===== src/rtl/pr_dma_if.sv =====
// pr_dma_if: Pr bus link between pr_dma (master) and the arbiter/bridge (slave).
// Carries request/grant plus the word-addressed read/write data path.
interface pr_dma_if;
    localparam int unsigned ADDR_W = 30;
    localparam int unsigned DATA_W = 32;

    logic              bus_req;
    logic              bus_gnt;
    logic [ADDR_W-1:0] PrAddr;
    logic [DATA_W-1:0] PrWD;
    logic              PrWe;
    logic [DATA_W-1:0] PrRD;

    modport master (
        output bus_req, PrAddr, PrWD, PrWe,
        input  bus_gnt, PrRD
    );

    modport slave (
        input  bus_req, PrAddr, PrWD, PrWe,
        output bus_gnt, PrRD
    );
endinterface


===== src/rtl/pr_dma.sv =====
// pr_dma: single-channel word copy engine, alternating one read and one write per word.
// Optional level completion interrupt is built in when PR_DMA_IRQ_EN is defined.
module pr_dma #(
    parameter  int unsigned CNT_W  = 16,
    localparam int unsigned ADDR_W = 30,
    localparam int unsigned DATA_W = 32
) (
    input  logic              clk,
    input  logic              reset,
    input  logic              start,
    input  logic [ADDR_W-1:0] src_addr,
    input  logic [ADDR_W-1:0] dst_addr,
    input  logic [CNT_W-1:0]  count,
    input  logic              irq_ack,
    output logic              busy,
    output logic              done,
    output logic              irq,
    pr_dma_if.master          pr
);

    typedef enum logic [1:0] {
        S_IDLE = 2'd0,
        S_RD   = 2'd1,
        S_WR   = 2'd2,
        S_FIN  = 2'd3
    } state_e;

    state_e              state_q, state_d;
    logic [ADDR_W-1:0]   src_q, src_d;
    logic [ADDR_W-1:0]   dst_q, dst_d;
    logic [CNT_W-1:0]    rem_q, rem_d;
    logic [DATA_W-1:0]   buf_q, buf_d;
    logic                busy_q, busy_d;
    logic                done_q, done_d;
    logic                req_q, req_d;
    logic                irq_q, irq_d;

    logic                drive_c;
    logic [ADDR_W-1:0]   pr_addr_c;
    logic [DATA_W-1:0]   pr_wd_c;
    logic                pr_we_c;

    // Bus is driven only in the granted cycle itself; a reset cycle never reaches the bus.
    always_comb begin : bus_drive
        drive_c   = pr.bus_gnt && !reset && ((state_q == S_RD) || (state_q == S_WR));
        pr_addr_c = '0;
        pr_wd_c   = '0;
        pr_we_c   = 1'b0;
        if (drive_c) begin
            if (state_q == S_RD) begin
                pr_addr_c = src_q;
            end else begin
                pr_addr_c = dst_q;
                pr_wd_c   = buf_q;
                pr_we_c   = 1'b1;
            end
        end
    end

    always_comb begin : next_state
        state_d = state_q;
        src_d   = src_q;
        dst_d   = dst_q;
        rem_d   = rem_q;
        buf_d   = buf_q;
        irq_d   = irq_q;

        case (state_q)
            S_IDLE: begin
                if (start) begin
                    if (count != '0) begin
                        src_d   = src_addr;
                        dst_d   = dst_addr;
                        rem_d   = count;
                        state_d = S_RD;
                    end else begin
                        state_d = S_FIN;
                    end
                end
            end
            S_RD: begin
                if (pr.bus_gnt) begin
                    buf_d   = pr.PrRD;
                    state_d = S_WR;
                end
            end
            S_WR: begin
                if (pr.bus_gnt) begin
                    src_d   = src_q + ADDR_W'(1);
                    dst_d   = dst_q + ADDR_W'(1);
                    rem_d   = rem_q - CNT_W'(1);
                    state_d = (rem_q == CNT_W'(1)) ? S_FIN : S_RD;
                end
            end
            S_FIN: begin
                state_d = S_IDLE;
            end
            default: begin
                state_d = S_IDLE;
            end
        endcase

        // Status flags are registered copies of the state being entered.
        req_d  = (state_d == S_RD) || (state_d == S_WR);
        busy_d = (state_d != S_IDLE);
        done_d = (state_d == S_FIN);

`ifdef PR_DMA_IRQ_EN
        // Acknowledge beats a same-cycle completion; a fresh start clears a stale flag.
        if (irq_ack) begin
            irq_d = 1'b0;
        end else if (state_d == S_FIN) begin
            irq_d = 1'b1;
        end else if ((state_q == S_IDLE) && start) begin
            irq_d = 1'b0;
        end
`else
        irq_d = 1'b0;
`endif
    end

    always_ff @(posedge clk) begin : regs
        if (reset) begin
            state_q <= S_IDLE;
            src_q   <= '0;
            dst_q   <= '0;
            rem_q   <= '0;
            buf_q   <= '0;
            busy_q  <= 1'b0;
            done_q  <= 1'b0;
            req_q   <= 1'b0;
            irq_q   <= 1'b0;
        end else begin
            state_q <= state_d;
            src_q   <= src_d;
            dst_q   <= dst_d;
            rem_q   <= rem_d;
            buf_q   <= buf_d;
            busy_q  <= busy_d;
            done_q  <= done_d;
            req_q   <= req_d;
            irq_q   <= irq_d;
        end
    end

`ifndef PR_DMA_IRQ_EN
    logic unused_irq_ack;
    assign unused_irq_ack = irq_ack;
`endif

    assign busy       = busy_q;
    assign done       = done_q;
    assign irq        = irq_q;
    assign pr.bus_req = req_q;
    assign pr.PrAddr  = pr_addr_c;
    assign pr.PrWD    = pr_wd_c;
    assign pr.PrWe    = pr_we_c;

endmodule


===== src/flat_wrapper.sv =====
// flat-port wrapper written by rule: the top's interface ports become plain ports
module pr_dma_flat 
#(
    parameter  int unsigned CNT_W  = 16,
    localparam int unsigned ADDR_W = 30,
    localparam int unsigned DATA_W = 32
)
  (clk, reset, start, src_addr, dst_addr, count, irq_ack, busy, done, irq, pr_bus_req, pr_PrAddr, pr_PrWD, pr_PrWe, pr_bus_gnt, pr_PrRD);
  pr_dma_if pr_i ();
  input  logic clk;
  input  logic reset;
  input  logic start;
  input  logic [ADDR_W-1:0] src_addr;
  input  logic [ADDR_W-1:0] dst_addr;
  input  logic [CNT_W-1:0] count;
  input  logic irq_ack;
  output logic busy;
  output logic done;
  output logic irq;
  output wire logic [$bits(pr_i.bus_req)-1:0] pr_bus_req;
  output wire logic [$bits(pr_i.PrAddr)-1:0] pr_PrAddr;
  output wire logic [$bits(pr_i.PrWD)-1:0] pr_PrWD;
  output wire logic [$bits(pr_i.PrWe)-1:0] pr_PrWe;
  input wire logic [$bits(pr_i.bus_gnt)-1:0] pr_bus_gnt;
  input wire logic [$bits(pr_i.PrRD)-1:0] pr_PrRD;
  assign pr_bus_req = pr_i.bus_req;
  assign pr_PrAddr = pr_i.PrAddr;
  assign pr_PrWD = pr_i.PrWD;
  assign pr_PrWe = pr_i.PrWe;
  assign pr_i.bus_gnt = pr_bus_gnt;
  assign pr_i.PrRD = pr_PrRD;
  pr_dma #(.CNT_W(CNT_W)) u_core (.clk(clk), .reset(reset), .start(start), .src_addr(src_addr), .dst_addr(dst_addr), .count(count), .irq_ack(irq_ack), .busy(busy), .done(done), .irq(irq), .pr(pr_i));
endmodule

===== config.mk =====
export PLATFORM = sky130hd
export DESIGN_NAME = pr_dma_flat
export DESIGN_NICKNAME = d
export VERILOG_FILES = /design/src/rtl/pr_dma_if.sv /design/src/rtl/pr_dma.sv /design/src/flat_wrapper.sv
export SDC_FILE = /design/constraint.sdc
export NUM_CORES = 1
export LEC_CHECK = 0
export BUFFER_PORTS_ARGS = -buffer_cell sky130_fd_sc_hd__buf_2
export CAP_MARGIN = 5
export CORE_MARGIN = 3
export CORE_UTILIZATION = 40
export DETAILED_ROUTE_END_ITERATION = 8
export GPL_ROUTABILITY_DRIVEN = 0
export SYNTH_ARGS = -nofsm -noshare
export SYNTH_HDL_FRONTEND = slang
export SYNTH_SLANG_ARGS = --single-unit

===== constraint.sdc =====
create_clock -name clk -period 2.5 [get_ports clk]
set_input_delay 0.125 -clock clk [delete_from_list [all_inputs] [get_ports clk]]
set_output_delay 0.125 -clock clk [all_outputs]
set_load 0.005 [all_outputs]

==> After elaboration in Yosys (flattened, before gate mapping) <==
Index checks and enable logic that the tools add are counted.
{ "op_classes": {"add_sub_neg": 3, "n_eq_ne": 10, "reduce_logical": 11, "mux": 24} }
{ "ops": {"columns": ["op", "n"], "rows": [
  ["$mux W30", 8],
  ["$pmux W30 S2", 2],
  ["$mux W32", 2],
  ["$add A30 B1 Y30 const B", 2],
  ["$mux W16", 3],
  ["$pmux W16 S2", 1],
  ["$eq A16 B1 Y1 const B", 1],
  ["$reduce_bool A16 Y1", 1],
  ["$sub A16 B1 Y16 const B", 1],
  ["$mux W2", 5],
  ["$eq A2 B2 Y1 const B", 4],
  ["$pmux W2 S4", 1],
  ["$eq A2 B1 Y1 const B", 2],
  ["$ne A2 B2 Y1 const B", 2],
  ["$reduce_and A4 Y1", 1],
  ["$reduce_bool A2 Y1", 2],
  ["$logic_and A1 B1 Y1", 2],
  ["$logic_not A2 Y1", 1],
  ["$logic_or A1 B1 Y1", 2],
  ["$mux W1", 2],
  ["$ne A2 B1 Y1 const B", 1],
  ["$reduce_and A2 Y1", 1],
  ["$logic_not A1 Y1", 1]
]} }
{ "word_totals": {"out_inout_bits": 67, "reg_bits": 113, "word_cells": 56, "in_bits": 113} }

==> Longest topological paths before layout <==
Gate-level depths: netlist of the first run.
{ "depth": {"depth_word": 6, "ltp_mapped": 10, "depth_no_buf": 8} }

==> Least setup slack after synthesis of the first run <==
OpenSTA, ideal clock, no wires.
{ "synth_timing": {"kind": "register to register", "startpoint": "reg u_core.state_q[0]", "endpoint": "reg u_core.req_q (netlist: u_core.pr.bus_req)", "required_ns": 2.372, "stages_incl_launch_ff": 9, "synth_period_minus_slack_ns": 2.010, "arrival_ns": 1.882, "slack_ns": 0.490, "setup_ns": 0.128, "n_path_buf": 2, "cell_sequence": "dfxtp_1 inv_1 ha_1 clkbuf_1 clkbuf_1 a21oi_1 o31a_1 ha_1 nor2b_1"} }
{ "synth_between": {"elab_chain_cells": 4, "elab_cells_between_ends": 11, "cone_classes": "5 x eq/ne; 4 x mux; 2 x reduce/logical"} }
{ "synth_rtl": {"columns": ["item", "line_no", "rtl"], "rows": [
  ["from (decl)", "pr_dma.sv:28", "state_e state_q, state_d;"],
  ["from (signal assigned)", "pr_dma.sv:134", "state_q <= state_d;"],
  ["$eq A2 B2 Y1 (tied with other cells)", "pr_dma.sv:68", "case (state_q)"],
  ["$pmux W2 S4 *", "pr_dma.sv:68", null],
  ["$eq A2 B1 Y1 or $eq A2 B2 Y1 (tied branches)", "pr_dma.sv:104", "req_d = (state_d == S_RD) || (state_d == S_WR);"],
  ["$logic_or A1 B1 Y1 *", "pr_dma.sv:104", null],
  ["named net u_core.req_d", "pr_dma.sv:35", "logic req_q, req_d;"],
  ["to (signal assigned)", "pr_dma.sv:141", "req_q <= req_d;"],
  ["to (decl)", "pr_dma.sv:35", null]
]} }
The timed path passes the listed nets; every way through them passes the cells marked *.
A chain may end at the register's enable or synchronous reset.

==> Worst setup path after layout of the first run <==
{ "layout_timing": {"startpoint": "reg u_core.state_q[1]", "endpoint": "out pr_PrWD[31]"} }
{ "layout_between": {"elab_chain_cells": 4, "elab_cells_between_ends": 6, "cone_classes": "2 x eq/ne; 2 x mux; 2 x reduce/logical"} }
{ "layout_rtl": {"columns": ["item", "line_no", "rtl"], "rows": [
  ["$eq A2 B1 Y1 or $eq A2 B2 Y1 (tied branches)", "pr_dma.sv:45, pr_dma.sv:50", null],
  ["$logic_or A1 B1 Y1", "pr_dma.sv:45", "drive_c = pr.bus_gnt && !reset && ((state_q == S_RD) || (state_q == S_WR));"],
  ["$logic_and A1 B1 Y1", "pr_dma.sv:45", null],
  ["$mux W32 *", "pr_dma.sv:49", "if (drive_c) begin"],
  ["to (decl)", "flat_wrapper.sv:22", "output wire logic [$bits(pr_i.PrWD)-1:0] pr_PrWD;"]
]} }
Mark *: on every way between the ends. The rest lies on a longest branch, timed or not.

==> run summary, run 1 <==
Main synth FF type: dfxtp_1
Fin Clk Skew: 0.00875 ns
Worst setup EP type: primary output
Util after Layout: 53.5%
CP arrival: 2.15 ns
RSZ-0062 raised after global routing: no
Final Hold Fails: 0
Die Span Y: 139 µm
final std cells w/o fill: 1384
number of synthesized flops with an enable pin: 0
CP Data Required Time: 2.38 ns
Min-Delay Path Class: input port to register
GRT Overall Usage: 23.4%
Core Box Area: 17300 µm²
Layout area overhead: 30.6%
# nets final: 1268
initial antenna violation count: 0
CP Launch Type: register
drc violations: 0
Synth area leader: dfxtp_1
vias per inst: 5.63
dpl cell area: 8280 µm²
port bufs: 177
final slew viol count: 0
Starting Density: 40.9%
Hold Path Sink: u_core.dst_q[17]
Inst Count DP: 1317
reg-to-reg critical path endpoint: u_core.dst_q[17]
clk buf depth: 2
wirelength, routed: 23400 µm
Comb pwr share: 16.0%
Die Wd: 139 µm
clock sinks: 113
# IOs: 180
fraction of registers with async set/reset: 0%
post-route ant nets: 0
Psw: 1.58 mW
Int Pwr: 3.91 mW
clock group share of total power: 46.6%
Setup violations, final: 0
sequential area share after synthesis: 31.9%
clk_lat worst skew: 0.41 ns
Post-Syn Area: 7080 µm²
Detailed Routing Iterations Pass 1: 5
most frequent cells in the layout: 176 x buf_2, 128 x nand2_1, 117 x a21oi_1, 113 x dfxtp_1, 72 x nor2_1
commonest non-fill, non-tap cell in the layout: buf_2
setup bufs post-CTS: 0
Reg power frac: 37.4%
reg2reg setup slack: 0.25 ns
WS Path Type: register to primary output
fraction of layout cells with a size suffix above 1: 24.3%
Max-cap violations: 0
hold depth: 3
Avg Synthesized Cell Area: 7.39 µm²
first-pass GRT wire length: 37700 µm
min-delay src: dst_addr[17]
status: finished clean
total CTS buffers: 17
f_max: 439 MHz
First DRT Iteration DRCs: 614
syn nets: 1081
RR Startpoint: u_core.state_q[0]
Overflow after GRT: 0
largest net degree at the start of global routing: 101
Worst VDD drop: 0.431 mV
Cells after Synth: 958
r2r worst-path depth: 8
row count: 48
Seq cells post-synth: 113
crit share post-route: 91.1%
hpwl dp: 15600 µm
DR vias: 7796
setup TNS: 0 ns
Final Critical Period: 2.28 ns
DR WL/cell: 16.9 µm
YS warnings: 0
worst-margin pin slew: 1.16 ns
H-tree depth: 4
die area: 19300 µm²
clk root buf: clkbuf_16
CTS tree: built
CP max FO: 33
vias in the first global route: 7359
Synth area leaders: dfxtp_1 32%, a21oi_1 8.3%, nand2_1 6.8%, mux2i_1 4.9%, o21ai_0 4.5%
clk slew on worst S/H paths: 0.06 ns
LEAKAGE: 3.63 nW
Slew headroom: 22.9%
PwrDens: 594 nW/µm²
synth unique cells: 71
Sw Ratio: 28.8%
post-synth top area share: 31.9%
final instance area: 9250 µm²
-- cell usage after synthesis, types with 3 or more instances --
cell,number
buf_2,9
or2_2,6
a221oi_1,3
or4_4,3
nor2b_1,26
a2111oi_0,3
a21oi_1,117
nand2_1,128
nor4_1,26
a22o_1,3
or3_1,4
o31ai_1,4
a21o_1,4
and3_1,8
mux2i_1,35
o32ai_1,16
buf_1,9
o21a_1,6
nor2_1,72
a311oi_1,5
or4_1,5
mux2_2,4
o31a_1,6
nand3_1,22
inv_1,15
and2_0,3
ha_1,10
clkbuf_1,63
nor3_1,21
o21ai_0,63
o2bb2ai_1,9
nand4b_1,3
a31oi_1,10
and2_1,38
dfxtp_1,113
o22ai_1,5
a41oi_1,4
and4_1,5
a211oi_1,14
nand4_1,20
-- worst max path at each step --
| stage | from | endpoint | slack (ns) |
|---|---|---|---|
| 2_1_floorplan | u_core.state_q[0] | u_core.pr.bus_req | 0.49 |
| 3_3_place_gp | u_core.state_q[0] | u_core.src_q[24] | 0.30 |
| 3_5_place_dp | u_core.state_q[0] | u_core.dst_q[17] | 0.24 |
| 4_1_cts | u_core.state_q[1] | pr_PrWD[31] | 0.05 |
| 5_1_grt | u_core.state_q[0] | u_core.src_q[26] | 0.06 |
| 6_report | u_core.state_q[1] | pr_PrWD[31] | 0.22 |
-- what timing repair did --
item,in CTS,in global routing
setup endpoints to repair,0,32
hold endpoints to repair,34,0
hold buffers,34,0
resized for setup,0,1
-- stage by stage --
stage               worst slack (ns)  power [mW]  hold WS [ns]
global route                  0.0635        5.74        0.0350
global placement               0.298        2.91         0.367
CTS                           0.0471        5.53        0.0240
detailed placement             0.239        2.92         0.372
floorplan                      0.490        2.59         0.261
finish                         0.222        5.49        0.0394
-- state kept, by name (all words and copies together), names as in the netlist --
signal,count
u_core.pr.bus_req,1
u_core.busy,1
u_core.dst_q,30
u_core.done,1
u_core.src_q,30
u_core.state_q,2
u_core.buf_q,32
u_core.rem_q,16
-- kinds of logic after synthesis --
logic type                 count (synthesis)  synth area share [%]
and+or+nand+nor                          403                  29.1
AOI/OAI and AO/OA                        292                  25.8
DFF                                      113                  31.9
buffers and inverters                    100                  5.67
muxes                                     39                  5.58
adders and majority gates                 10                  1.77
other                                      1                0.0530
-- power groups by stage --
stage               sequential, mW  combinational, mW  clock (mW)
floorplan                     2.06              0.536           0
global placement              2.09              0.827           0
detailed placement            2.09              0.831           0
CTS                           2.05              0.877        2.60
global route                  2.07              0.977        2.69
finish                        2.05              0.880        2.56
-- cell type report --
class                      count  area [µm²]
fill                        1726        8050
multi-input combinational    745        4450
sequential                   113        2260
timing repair buffer         252        1580
clock buffer                  17         425
tap                          225         282
clock inverter                15         193
inverter                      16        60.1
antenna                        1        2.50
-- routing by layer --
layer	GRT usage, %	vias up	routed length [µm]
met1	33.1	3641	11100
li1	-	3872	-
met5	0	-	0
met2	36.3	258	10600
met4	7.11	0	325
met3	4.41	25	1370
-- worst max-delay path: stages, from the launching register on --
cell and delay [ns]:
dfxtp_1 0.35, inv_1 0.13, ha_2 0.23, buf_6 0.36, nor2_1 0.10, buf_4 0.24, and2_1 0.20, buf_2 0.13
Note: power is estimated with default switching activity, not from simulation.
==> run 2, diff against run 1 <==
--- a/config.mk
+++ b/config.mk
@@ -5,6 +5,7 @@
 export SDC_FILE = /design/constraint.sdc
 export NUM_CORES = 1
 export LEC_CHECK = 0
+export ABC_AREA = 1
 export BUFFER_PORTS_ARGS = -buffer_cell sky130_fd_sc_hd__buf_2
 export CAP_MARGIN = 5
 export CORE_MARGIN = 3
==> constraint.sdc (replaced) <==
create_clock -name clk -period 2.5 [get_ports clk]
set_input_delay 0.125 -clock clk [delete_from_list [all_inputs] [get_ports clk]]
set_output_delay 0.125 -clock clk [all_outputs]
set_load 0.05 [all_outputs]
==> run summary, run 2 <==
synth unique cells: 35
LEAKAGE: 4.49 nW
status: finished clean
Worst path slowest cell: a211oi_1
post-route ant nets: 0
CP Data Required Time: 2.38 ns
fraction of layout cells with a size suffix above 1: 15.1%
wirelength, routed: 26400 µm
vias in the first global route: 8398
Largest Register: u_core.buf_q
Final Hold Fails: 0
Die Span Y: 146 µm
die area: 21200 µm²
hpwl dp: 18500 µm
Inserted Diodes: 0
Critical Path Max Stage Delay: 0.43 ns
min-delay src: dst_addr[15]
PwrDens: 1130 nW/µm²
reg2reg setup slack: 0.49 ns
top cells by count, synth: 488 x nand2_1, 312 x nor2_1, 113 x dfxtp_1, 108 x inv_1, 97 x o21ai_0
final slew viol count: 0
sequential area share after synthesis: 29.0%
reg-to-reg critical path endpoint: u_core.pr.bus_req
RR Startpoint: u_core.state_q[1]
clock sinks: 113
post-synth top area share: 29.0%
largest net degree at the start of global routing: 98
Detailed Routing Iterations Pass 1: 5
Hold Path Sink: u_core.dst_q[15]
RSZ-0062 raised after global routing: no
Synth area leader: dfxtp_1
f_max: 424 MHz
Setup WS post-layout: 0.141 ns
YS warnings: 0
clk buf depth: 2
syn nets: 1530
Slew headroom: 29.3%
CP arrival: 2.23 ns
worst-path cell chain: inv_1 -> ha_2 -> buf_12 -> nor2_1 -> a211oi_1 -> buf_2
Min-Delay Path Class: input port to register
hold depth: 5
DR WL/cell: 14.2 µm
worst-margin pin slew: 1.06 ns
commonest non-fill, non-tap cell in the layout: nand2_1
first-pass GRT wire length: 42800 µm
DR vias: 9235
Cells after Synth: 1407
setup TNS: 0 ns
Final Critical Period: 2.36 ns
Max-cap violations: 0
port bufs: 177
CP max FO: 55
Synth area leaders: dfxtp_1 29%, nand2_1 23%, nor2_1 15%, o21ai_0 6.2%, inv_1 5.2%
clk slew on worst S/H paths: 0.06 ns
crit share post-route: 94.4%
Starting Density: 41.2%
# nets final: 1707
number of synthesized flops with an enable pin: 0
fraction of registers with async set/reset: 0%
Post-Syn Area: 7810 µm²
Seq cells post-synth: 113
Core Box Area: 19000 µm²
drc violations: 0
GRT Overall Usage: 24.4%
CP Launch Type: register
max reg flops: 32
Avg Synthesized Cell Area: 5.55 µm²
clk root buf: clkbuf_16
initial antenna violation count: 1
clk_lat worst skew: 0.43 ns
Main synth FF type: dfxtp_1
Worst setup EP type: primary output
vias per inst: 4.97
count leader, synth: nand2_1
First DRT Iteration DRCs: 604
Setup violations, final: 0
# IOs: 180
r2r worst-path depth: 8
Regs by FF count: u_core.buf_q: 32 flops, u_core.dst_q: 30 flops, u_core.src_q: 30 flops
Layout area overhead: 25.7%
Overflow after GRT: 0
Worst VDD drop: 0.818 mV
H-tree depth: 4
most frequent cells in the layout: 488 x nand2_1, 312 x nor2_1, 177 x buf_2, 113 x dfxtp_1, 108 x inv_1
worst slack, placed: 0.527 ns
Die Wd: 146 µm
CTS tree: built
row count: 50
total CTS buffers: 17
Fin Clk Skew: 0.0107 ns
WS Path Type: register to primary output
## run 2: cell count changes in the layout (fill, tap and decap cells not counted), sizes merged, moves of 27 or more
cell / delta
a21oi: -57
nor4: -28
nand2: +361
nand3: +55
nor2: +244
buf: -27
mux2i: -35
and2: -41
o21ai: +35
inv: +98
## run 2: final cells by class
type	instances	area [µm²]
multi-input combinational	1117	4850
sequential	113	2260
timing repair buffer	225	1370
clock buffer	17	425
inverter	110	415
tap	260	325
clock inverter	15	164
fill	2072	9140
## run 2: per-layer routing
layer	global-route usage, %	vias up	part of all wire [%]
li1	-	4751	-
met1	33.5	4138	46
met2	37.4	299	44
met3	6.60	45	7.0
met4	7.45	2	2.1
met5	0	-	0.049
## run 2: cell families (layout without fill, tap and decap cells)
| group | Yosys count | after routing | share of synthesized area [%] |
|---|---|---|---|
| flip-flops | 113 | 113 | 29.0 |
| AO/OA/AOI/OAI | 179 | 179 | 12.1 |
| adder cells (fa/ha/maj) | 10 | 10 | 1.60 |
| buffers and inverters | 177 | 367 | 9.36 |
| XOR/XNOR | 11 | 11 | 1.23 |
| other | 1 | 1 | 0.0480 |
| AND/OR/NAND/NOR | 916 | 916 | 46.7 |
## run 2: worst max-delay path by stage
stage,slack [ns],start,to
CTS,0.08,u_core.state_q[0],pr_PrAddr[16]
detailed placement,0.53,u_core.state_q[1],u_core.pr.bus_req
floorplan,0.05,u_core.state_q[1],pr_PrAddr[8]
finish,0.14,u_core.state_q[1],pr_PrAddr[6]
global placement,0.57,u_core.state_q[1],pr_PrAddr[16]
global route,0.03,u_core.state_q[0],pr_PrAddr[16]
## run 2: critical path, delay by kind of cell, from the launching register on
family / cells / cell delay (ns)
AO/OA/AOI/OAI: 1 / 0.43
flip-flops: 1 / 0.34
buffers and inverters: 3 / 0.71
adder cells (fa/ha/maj): 1 / 0.26
AND/OR/NAND/NOR: 1 / 0.07
## run 2: stage by stage
stage / hold WS (ns) / instances / instance area (µm²) / util [%] / total power, mW
2_1_floorplan: 0.290 / 1407 / 7810 / - / 7.13
3_3_place_gp: 0.375 / 1791 / 8870 / 46.8 / 8.46
3_5_place_dp: 0.380 / 1791 / 8870 / 46.8 / 8.55
4_1_cts: 0.000858 / 1857 / 9800 / 51.7 / 11.1
5_1_grt: 0.0327 / 1857 / 9810 / 51.8 / 12.0
6_report: 0.00392 / 1857 / 9810 / 51.8 / 11.1
## run 2: what timing repair did
action | in CTS | in global routing
endpoints found under the hold margin | 34 | 0
buffers inserted | 0 | 0
endpoints found under the setup margin | 0 | 14
gates resized for setup | 0 | 2
hold buffers | 34 | 0
## run 2: power breakdown
group          switching (mW)  internal (mW)
registers               0.751           2.47
clock network            1.06           1.42
logic                    3.63           1.76
total                    5.44           5.65
==> run 3, diff against run 2 <==
--- a/config.mk
+++ b/config.mk
@@ -12,6 +12,7 @@
 export CORE_UTILIZATION = 40
 export DETAILED_ROUTE_END_ITERATION = 8
 export GPL_ROUTABILITY_DRIVEN = 0
+export PLACE_DENSITY = 0.74
 export SYNTH_ARGS = -nofsm -noshare
 export SYNTH_HDL_FRONTEND = slang
 export SYNTH_SLANG_ARGS = --single-unit
==> run summary, run 3 (synthesis results as in run 2) <==
drc violations: 0
Regs by FF count: u_core.buf_q: 32 flops, u_core.dst_q: 30 flops, u_core.src_q: 30 flops
Inserted Diodes: 0
largest net degree at the start of global routing: 86
crit share post-route: 95.1%
GRT Overall Usage: 23.9%
met3 Track Usage GR: 6.23%
f_max: 421 MHz
DR WL/cell: 14.1 µm
fillers: 1923
First DRT Iteration DRCs: 813
# nets final: 1703
CP arrival: 2.25 ns
DR vias: 9447
met2 Use GR: 39.3%
GRT Max-Usage Layer: met2
met1 GRT Util: 31.1%
total CTS buffers: 17
Detailed Routing Iterations Pass 1: 6
worst-margin pin slew: 0.997 ns
Fin Clk Skew: 0.00797 ns
vias per inst: 5.10
Setup violations, final: 0
initial antenna violation count: 2
dpl cell area: 8850 µm²
final slew viol count: 0
hpwl dp: 18000 µm
status: finished clean
die area: 21200 µm²
Worst setup EP type: primary output
Core Box Area: 19000 µm²
Final Hold Fails: 0
post-route ant nets: 0
CP Data Required Time: 2.38 ns
Die Wd: 146 µm
first-pass GRT wire length: 42300 µm
Overflow after GRT: 0
CTS tree: built
most frequent cells in the layout: 488 x nand2_1, 312 x nor2_1, 177 x buf_2, 113 x dfxtp_1, 107 x inv_1
port bufs: 177
clk root buf: clkbuf_16
vias in the first global route: 8593
CP Launch Type: register
LEAKAGE: 4.46 nW
RSZ-0062 raised after global routing: no
# IOs: 180
WS Path Type: register to primary output
clk_lat worst skew: 0.42 ns
Largest Register: u_core.buf_q
final instance area: 9800 µm²
max reg flops: 32
Min-Delay Path Class: input port to register
Final Critical Period: 2.38 ns
clk slew on worst S/H paths: 0.06 ns
fraction of layout cells with a size suffix above 1: 15.1%
Starting Density: 41.2%
setup TNS: 0 ns
CP max FO: 58
Slew headroom: 33.5%
PwrDens: 1150 nW/µm²
Worst VDD drop: 0.823 mV
commonest non-fill, non-tap cell in the layout: nand2_1
clock sinks: 113
row count: 50
clk buf depth: 2
total power: 11.2 mW
wirelength, routed: 26100 µm
setup bufs post-CTS: 0
Die Span Y: 146 µm
Layout area overhead: 25.5%
Max-cap violations: 0
H-tree depth: 4
run 3: cell types whose count changed in the layout (fill, tap and decap cells not counted), moves of 3 or more:
cell	previous run	this run
bufinv_16	1	4
dlygate4sd3_1	34	31
inv_6	6	1
inv_8	5	0
clkinv_2	0	4
clkinvlp_4	1	5
run 3: metal layers:
metal / wire length [µm] / vias to the layer above
met5: 27 / -
li1: - / 4753
met4: 565 / 4
met2: 12000 / 443
met1: 11200 / 4194
met3: 2380 / 53
run 3: report_power, final:
| group | internal (mW) | switching (mW) | total (mW) |
|---|---|---|---|
| logic | 1.73 | 3.64 | 5.37 |
| clock network | 1.69 | 0.934 | 2.62 |
| registers | 2.47 | 0.764 | 3.23 |
run 3: path summary, 6_finish.rpt:
kind                startpoint               end  slack (ns)  depth (start not counted)
max reg2reg  u_core.state_q[1]   u_core.buf_q[4]        0.40                          7
max          u_core.state_q[1]      pr_PrAddr[2]        0.12                          6
min                pr_PrRD[26]  u_core.buf_q[26]        0.01                          3
min reg2reg    u_core.buf_q[1]   u_core.buf_q[1]        0.48                          2
run 3: cell type report:
type,count,area [µm²],area share [%]
clock inverter,14,188,1.92
inverter,110,419,4.28
tap,260,325,3.32
multi-input combinational,1117,4830,49.3
sequential,113,2260,23.1
timing repair buffer,221,1330,13.6
clock buffer,18,439,4.48
run 3: worst max-delay path: stages (launching register included):
cell and delay [ns]:
dfxtp_1 0.32, inv_1 0.10, ha_2 0.22, buf_12 0.23
nor2_1 0.07, a211oi_1 0.51, buf_2 0.37
run 3: metrics by stage:
stage                     setup slack [ns]  hold WS, ns  utilization, %  cells
after detailed placement             0.446        0.380            46.7   1790
after floorplan                     0.0489        0.290               -   1407
after global placement               0.542        0.373            46.7   1790
after global routing                0.0305       0.0413            51.7   1853
final                                0.122       0.0116            51.7   1853
after CTS                           0.0800     0.000352            51.6   1853
run 3: timing repair:
item / 4_1_cts / 5_1_grt
hold endpoints to repair: 31 / 0
hold buffers: 31 / 0
endpoints found under the setup margin: 1 / 7
resized for setup: 1 / 1
